**src/rtl/ifmap_window_gen_pkg.sv**
```systemverilog
`default_nettype none
// ============================================================================
// Module      : ifmap_window_gen_pkg
// Description : Shared constants for the 3x3 ifmap window generator and the
//               PE tensor. Both sides pack a 3x3 window into bytes using the
//               same byte index k = 3*r + c (r=0 top/oldest row, c=0
//               leftmost/oldest column).
// Contents    : DATA_W, KERNEL_DIM, WIN_W, win_byte_idx()
// Revision    : 1.0 - initial release
// ============================================================================
package ifmap_window_gen_pkg;

  localparam int DATA_W     = 8;
  localparam int KERNEL_DIM = 3;
  localparam int WIN_W      = KERNEL_DIM * KERNEL_DIM * DATA_W;

  // Byte slot of window element (r, c) inside the packed operand.
  function automatic int win_byte_idx(input int r, input int c);
    return KERNEL_DIM * r + c;
  endfunction

endpackage : ifmap_window_gen_pkg
`default_nettype wire

```
**src/rtl/ifmap_window_gen_line_buffer.sv**
```systemverilog
`default_nettype none
// ============================================================================
// Module      : ifmap_window_gen_line_buffer
// Description : DEPTH-deep shift FIFO. Each enabled edge shifts data_i in at
//               the head; tap_o is the element shifted in DEPTH enables ago,
//               i.e. the pixel one image row above when DEPTH = image width.
//               Storage is deliberately not reset.
// Ports       : clk        - clock
//               shift_en_i - shift one element in this edge
//               data_i     - element shifted in
//               tap_o      - oldest element (registered storage output)
// Revision    : 1.0 - initial release
// ============================================================================
module ifmap_window_gen_line_buffer #(
  parameter int DEPTH  = 8,
  parameter int DATA_W = ifmap_window_gen_pkg::DATA_W
) (
  input  logic              clk,
  input  logic              shift_en_i,
  input  logic [DATA_W-1:0] data_i,
  output logic [DATA_W-1:0] tap_o
);

  logic [DATA_W-1:0] mem_q [DEPTH];

  always_ff @(posedge clk) begin
    if (shift_en_i) begin
      mem_q[0] <= data_i;
      for (int i = 1; i < DEPTH; i++) begin
        mem_q[i] <= mem_q[i-1];
      end
    end
  end

  assign tap_o = mem_q[DEPTH-1];

endmodule : ifmap_window_gen_line_buffer
`default_nettype wire

```
**src/rtl/ifmap_window_gen.sv**
```systemverilog
`default_nettype none
// ============================================================================
// Module      : ifmap_window_gen
// Description : Streaming 3x3 sliding-window generator. Accepts one raster-
//               order pixel per cycle, keeps two line buffers and a 3x3
//               window register, and emits one packed window for every
//               pixel position with row >= 2 and col >= 2.
// Ports       : clk        - clock
//               rst        - asynchronous reset, active low
//               pix_valid  - pixel_in valid
//               pix_ready  - generator accepts a pixel this cycle
//               pixel_in   - raster-order pixel
//               win_valid  - ifmap holds an unconsumed window
//               win_ready  - downstream consumes the window this cycle
//               ifmap      - packed window, byte k = 3*r + c
//               frame_done - one-cycle pulse after last pixel is accepted
// Revision    : 1.0 - initial release
// ============================================================================
module ifmap_window_gen
  import ifmap_window_gen_pkg::*;
#(
  parameter int IMG_W  = 8,
  parameter int IMG_H  = 8,
  parameter int DATA_W = ifmap_window_gen_pkg::DATA_W
) (
  input  logic                                   clk,
  input  logic                                   rst,
  input  logic                                   pix_valid,
  output logic                                   pix_ready,
  input  logic [DATA_W-1:0]                      pixel_in,
  output logic                                   win_valid,
  input  logic                                   win_ready,
  output logic [KERNEL_DIM*KERNEL_DIM*DATA_W-1:0] ifmap,
  output logic                                   frame_done
);

  localparam int WIN_BITS = KERNEL_DIM * KERNEL_DIM * DATA_W;
  localparam int COL_W    = $clog2(IMG_W);
  localparam int ROW_W    = $clog2(IMG_H);

  localparam logic [COL_W-1:0] COL_LAST = COL_W'(IMG_W - 1);
  localparam logic [ROW_W-1:0] ROW_LAST = ROW_W'(IMG_H - 1);
  localparam logic [COL_W-1:0] COL_MIN  = COL_W'(KERNEL_DIM - 1);
  localparam logic [ROW_W-1:0] ROW_MIN  = ROW_W'(KERNEL_DIM - 1);

  logic [COL_W-1:0]    col_q, col_d;
  logic [ROW_W-1:0]    row_q, row_d;
  logic [DATA_W-1:0]   win_q [KERNEL_DIM][KERNEL_DIM];
  logic [DATA_W-1:0]   win_d [KERNEL_DIM][KERNEL_DIM];
  logic [WIN_BITS-1:0] ifmap_q, ifmap_d;
  logic                win_valid_q, win_valid_d;
  logic                frame_done_q, frame_done_d;

  logic                accept;
  logic                emit;
  logic [DATA_W-1:0]   lb0_tap;
  logic [DATA_W-1:0]   lb1_tap;
  logic [DATA_W-1:0]   new_col [KERNEL_DIM];

  // Input stalls only while an unconsumed window is held.
  assign pix_ready = !win_valid_q || win_ready;
  assign accept    = pix_valid && pix_ready;

  // Row/col gating guarantees every emitted window lies entirely inside the
  // current frame, so stale line-buffer contents never reach ifmap.
  assign emit = accept && (row_q >= ROW_MIN) && (col_q >= COL_MIN);

  // lb0 tap is the pixel one row above, lb1 tap the pixel two rows above.
  ifmap_window_gen_line_buffer #(
    .DEPTH  (IMG_W),
    .DATA_W (DATA_W)
  ) u_lb0 (
    .clk        (clk),
    .shift_en_i (accept),
    .data_i     (pixel_in),
    .tap_o      (lb0_tap)
  );

  ifmap_window_gen_line_buffer #(
    .DEPTH  (IMG_W),
    .DATA_W (DATA_W)
  ) u_lb1 (
    .clk        (clk),
    .shift_en_i (accept),
    .data_i     (lb0_tap),
    .tap_o      (lb1_tap)
  );

  // Incoming right column: oldest row at r=0.
  assign new_col[0] = lb1_tap;
  assign new_col[1] = lb0_tap;
  assign new_col[2] = pixel_in;

  always_comb begin
    col_d        = col_q;
    row_d        = row_q;
    win_d        = win_q;
    ifmap_d      = ifmap_q;
    frame_done_d = 1'b0;
    win_valid_d  = win_valid_q;

    if (accept) begin
      for (int r = 0; r < KERNEL_DIM; r++) begin
        for (int c = 0; c < KERNEL_DIM - 1; c++) begin
          win_d[r][c] = win_q[r][c+1];
        end
        win_d[r][KERNEL_DIM-1] = new_col[r];
      end

      if (col_q == COL_LAST) begin
        col_d = '0;
        if (row_q == ROW_LAST) begin
          row_d        = '0;
          frame_done_d = 1'b1;
        end else begin
          row_d = row_q + 1'b1;
        end
      end else begin
        col_d = col_q + 1'b1;
      end
    end

    // A new window takes priority over consumption of the current one.
    if (emit) begin
      win_valid_d = 1'b1;
      for (int r = 0; r < KERNEL_DIM; r++) begin
        for (int c = 0; c < KERNEL_DIM; c++) begin
          ifmap_d[win_byte_idx(r, c)*DATA_W +: DATA_W] = win_d[r][c];
        end
      end
    end else if (win_ready) begin
      win_valid_d = 1'b0;
    end
  end

  always_ff @(posedge clk or negedge rst) begin
    if (!rst) begin
      col_q        <= '0;
      row_q        <= '0;
      ifmap_q      <= '0;
      win_valid_q  <= 1'b0;
      frame_done_q <= 1'b0;
      for (int r = 0; r < KERNEL_DIM; r++) begin
        for (int c = 0; c < KERNEL_DIM; c++) begin
          win_q[r][c] <= '0;
        end
      end
    end else begin
      col_q        <= col_d;
      row_q        <= row_d;
      ifmap_q      <= ifmap_d;
      win_valid_q  <= win_valid_d;
      frame_done_q <= frame_done_d;
      win_q        <= win_d;
    end
  end

  assign ifmap      = ifmap_q;
  assign win_valid  = win_valid_q;
  assign frame_done = frame_done_q;

endmodule : ifmap_window_gen
`default_nettype wire

```
**config.mk**
```make
export PLATFORM = sky130hd
export DESIGN_NAME = ifmap_window_gen
export DESIGN_NICKNAME = d
export VERILOG_FILES = /design/src/rtl/ifmap_window_gen_pkg.sv /design/src/rtl/ifmap_window_gen_line_buffer.sv /design/src/rtl/ifmap_window_gen.sv
export SDC_FILE = /design/constraint.sdc
export NUM_CORES = 1
export LEC_CHECK = 0
export BUFFER_PORTS_ARGS = -buffer_cell sky130_fd_sc_hd__clkbuf_2
export CORE_ASPECT_RATIO = 0.9
export CORE_MARGIN = 2
export CORE_UTILIZATION = 44
export CTS_CLUSTER_SIZE = 12
export DETAILED_ROUTE_END_ITERATION = 10
export PLACE_DENSITY_LB_ADDON = 0.12
export SYNTH_ARGS = -nofsm -noshare
export SYNTH_HDL_FRONTEND = slang
export SYNTH_SLANG_ARGS = --single-unit
```
**constraint.sdc**
```tcl
create_clock -name clk -period 4 [get_ports clk]
set_clock_uncertainty 0.05 [all_clocks]
set_input_delay 1 -clock clk [delete_from_list [all_inputs] [get_ports clk]]
set_output_delay 1 -clock clk [all_outputs]
set_load 0.03 [all_outputs]
```
==> flow_summary.json <==
{
  "die_w_um": 152,
  "p_clk_frac": 0.259,
  "power_switching_uw": 2730,
  "required_ns": 2.95,
  "status": "finished clean",
  "rsz0062_at_grt": "false",
  "grt_pass1_vias": 4025,
  "swShare": 0.322,
  "wl_per_cell_um": 15.9,
  "drc_errors": 0,
  "gr-total-overflow": 0,
  "p_per_area_nw_per_um2": 826,
  "clk_latency_ns": 0.51,
  "finalWeightedCongestion": 0.710,
  "crit_path_top_delay_cell": "nand2b_1",
  "root_buffer": "clkbuf_16",
  "pwr-share-seq": 0.478,
  "cap_violations": 0,
  "r2r-start": "col_q[0]",
  "synth_top_family_by_area": "multiplexers",
  "netlist_instances": 420,
  "critical_path_class": "in -> out",
  "setup_viol": 0,
  "critical_path.startpoint": "win_ready",
  "synthXorXnorAreaFrac": 0,
  "fin_total_pwr_uw": 8480,
  "ys_types": 19,
  "dieArea_um2": 20900,
  "fmax_mhz": 375,
  "synthSimpleGateAreaFrac": 0.00804,
  "min_period_over_period": 0.667,
  "fin_tns_setup_ns": 0,
  "htreeDepth": 1,
  "dp_hpwl_um": 7310,
  "critPathArrivalTime_ns": 1.62,
  "cts_resized": 0,
  "synthMuxAreaShare": 0.161,
  "clock_sinks": 256,
  "startpoint_type": "primary input",
  "cts_tree": "done",
  "dpl.cell_count": 747,
  "hold_class": "reg -> reg",
  "worst-path-buf-inv": 2,
  "drt-initial-drc-count": 178,
  "core_um2": 19300,
  "clkTransAtPathRegs_ns": 0.06,
  "clockBufferDepth": 3,
  "synthesis.nets": 438,
  "synth_area_leaders": "edfxtp_1 44%, dfrtp_1 37%, mux2_1 10%, mux2_2 5.4%, ha_1 0.86%",
  "crit_top_cell": "clkbuf_2",
  "cts_buffers": 26,
  "drive_above_1_share": 0.310,
  "start_util": 0.452,
  "ir_drop_mv": 0.393,
  "syn2layout_area_growth_pct": 17.9,
  "ant_nets": 0,
  "use_met1": 0.179,
  "grt_use_total": 0.125,
  "synth_compound_area_frac": 0.000574,
  "path_cells": "clkbuf_2 > nand2b_1 > clkbuf_2",
  "grt.busiest_layer": "met2",
  "p_leak_uw": 0.00414,
  "yosysWarnings": 0,
  "antenna_found_initial": 0,
  "wirelength_um": 12600,
  "grtUsageMet2": 0.187,
  "max_stage_delay_ns": 0.28,
  "synth_area_um2": 8710,
  "io_buffer_count": 86,
  "slew_violations": 0,
  "max_slew_margin": 0.566,
  "fin_nets": 543,
  "yosysTopAreaCellShare": 0.441,
  "num_rows": 48,
  "place_ws_ns": 1.13,
  "grt_first_pass_wirelength_um": 21100,
  "synth_adder_area_share": 0.00862,
  "die_y_um": 138,
  "diodes": 0,
  "yosys.area.top_type": "edfxtp_1",
  "seq_area_frac_synth": 0.809,
  "p_comb_frac": 0.263,
  "cp-end-kind": "output port",
  "layout.cells.non_filler": 795,
  "cts_setup_buffers": 0,
  "period_minus_slack_ns": 2.67,
  "drt_first_pass_iters": 4,
  "finalInstanceArea_um2": 10300,
  "avgViaCountPerCell": 4.86,
  "ioPinCount": 87,
  "path_max_fanout": 6,
  "grt_max_degree": 73,
  "vias": 3863,
  "min-delay-start": "u_lb1.mem_q[1][9]",
  "finalWorstSetupSlack_ns": 1.33,
  "hold_violations": 0,
  "synth_area_per_cell_um2": 20.7,
  "postPlaceCellArea_um2": 9490,
  "worst_pin_slew_ns": 0.651,
  "internal_power_uw": 5750,
  "ys_seq_elements": 256,
  "path_delay_family": "buffers and inverters",
  "use_met3": 0.0384,
  "ctsHoldBuffers": 0
}
power groups by stage:
| stage | Sequential, uW | Clock [uW] | Combinational, uW |
|---|---|---|---|
| finish | 4050 | 2190 | 2230 |
| global route | 4160 | 2400 | 2410 |
| CTS | 4070 | 2280 | 2280 |
| detailed placement | 4120 | 0 | 2270 |
| global placement | 4070 | 0 | 2230 |
| floorplan | 4760 | 0 | 874 |
cell usage in the layout (no fill, tap or decap), types with 2 or more instances in the layout:
cell type | Yosys | layout
dfrtp_1 | 128 | 128
edfxtp_1 | 128 | 128
clkbuf_2 | 0 | 85
mux2_1 | 81 | 81
mux2_2 | 42 | 42
clkbuf_16 | 0 | 27
clkbuf_1 | 0 | 15
ha_1 | 6 | 6
buf_12 | 0 | 5
inv_1 | 4 | 4
nand3_1 | 3 | 3
clkinv_2 | 0 | 3
mux2i_1 | 2 | 2
nor2_1 | 2 | 2
or3_1 | 2 | 2
clkbuf_8 | 0 | 2
cell type report:
type / count / area [um^2]
fill: 1554 / 9010
clock buffer: 44 / 759
clock inverter: 4 / 18.8
timing repair buffer: 92 / 544
sequential: 256 / 7050
inverter: 5 / 23.8
multi-input combinational: 144 / 1560
tap: 250 / 313
final timing paths:
| path | endpoint | slack, ns | depth (start not counted) |
|---|---|---|---|
| hold / removal | u_lb1.mem_q[2][1] | 0.36 | 0 |
| min in group asynchronous | ifmap[12] | 0.45 | 1 |
| setup reg to reg | ifmap[71] | 1.86 | 6 |
| setup / recovery | pix_ready | 1.33 | 3 |
| hold reg to reg | u_lb1.mem_q[2][1] | 0.36 | 0 |
| max in group asynchronous | win_q[60] | 2.66 | 2 |
cells in the mapped netlist:
library cell	n
buf_2	8
nand4_2	1
mux2i_1	2
nand2_2	1
inv_1	4
buf_4	7
nor2_1	2
mux2_2	42
nand2b_1	1
or3_1	2
nand3_1	3
o21ai_0	1
and3_1	1
dfrtp_1	128
inv_2	1
ha_1	6
edfxtp_1	128
nand2_1	1
mux2_1	81
cell families after synthesis:
group,count (synthesis)
simple gates,12
fa+ha+maj,6
compound gates,1
mux,125
flops,256
buf+inv,20
routing by layer:
layer / up-vias / part of all wire
met4: 0 / 0.019
met5: - / 0
met3: 18 / 0.066
met2: 107 / 0.44
li1: 1773 / -
met1: 1965 / 0.48
flip-flops by register name, summed over array words and instances, names as in the netlist:
name         count
ifmap           72
win_valid        1
row_q            3
win_q           48
u_lb1.mem_q     64
col_q            3
u_lb0.mem_q     64
frame_done       1
per-stage QoR:
stage,utilization,hold slack (ns)
floorplan,-,0.350
global placement,0.492,0.350
detailed placement,0.492,0.355
CTS,0.533,0.366
global route,0.533,0.371
finish,0.533,0.363
Note: power is estimated with default switching activity, not from simulation.
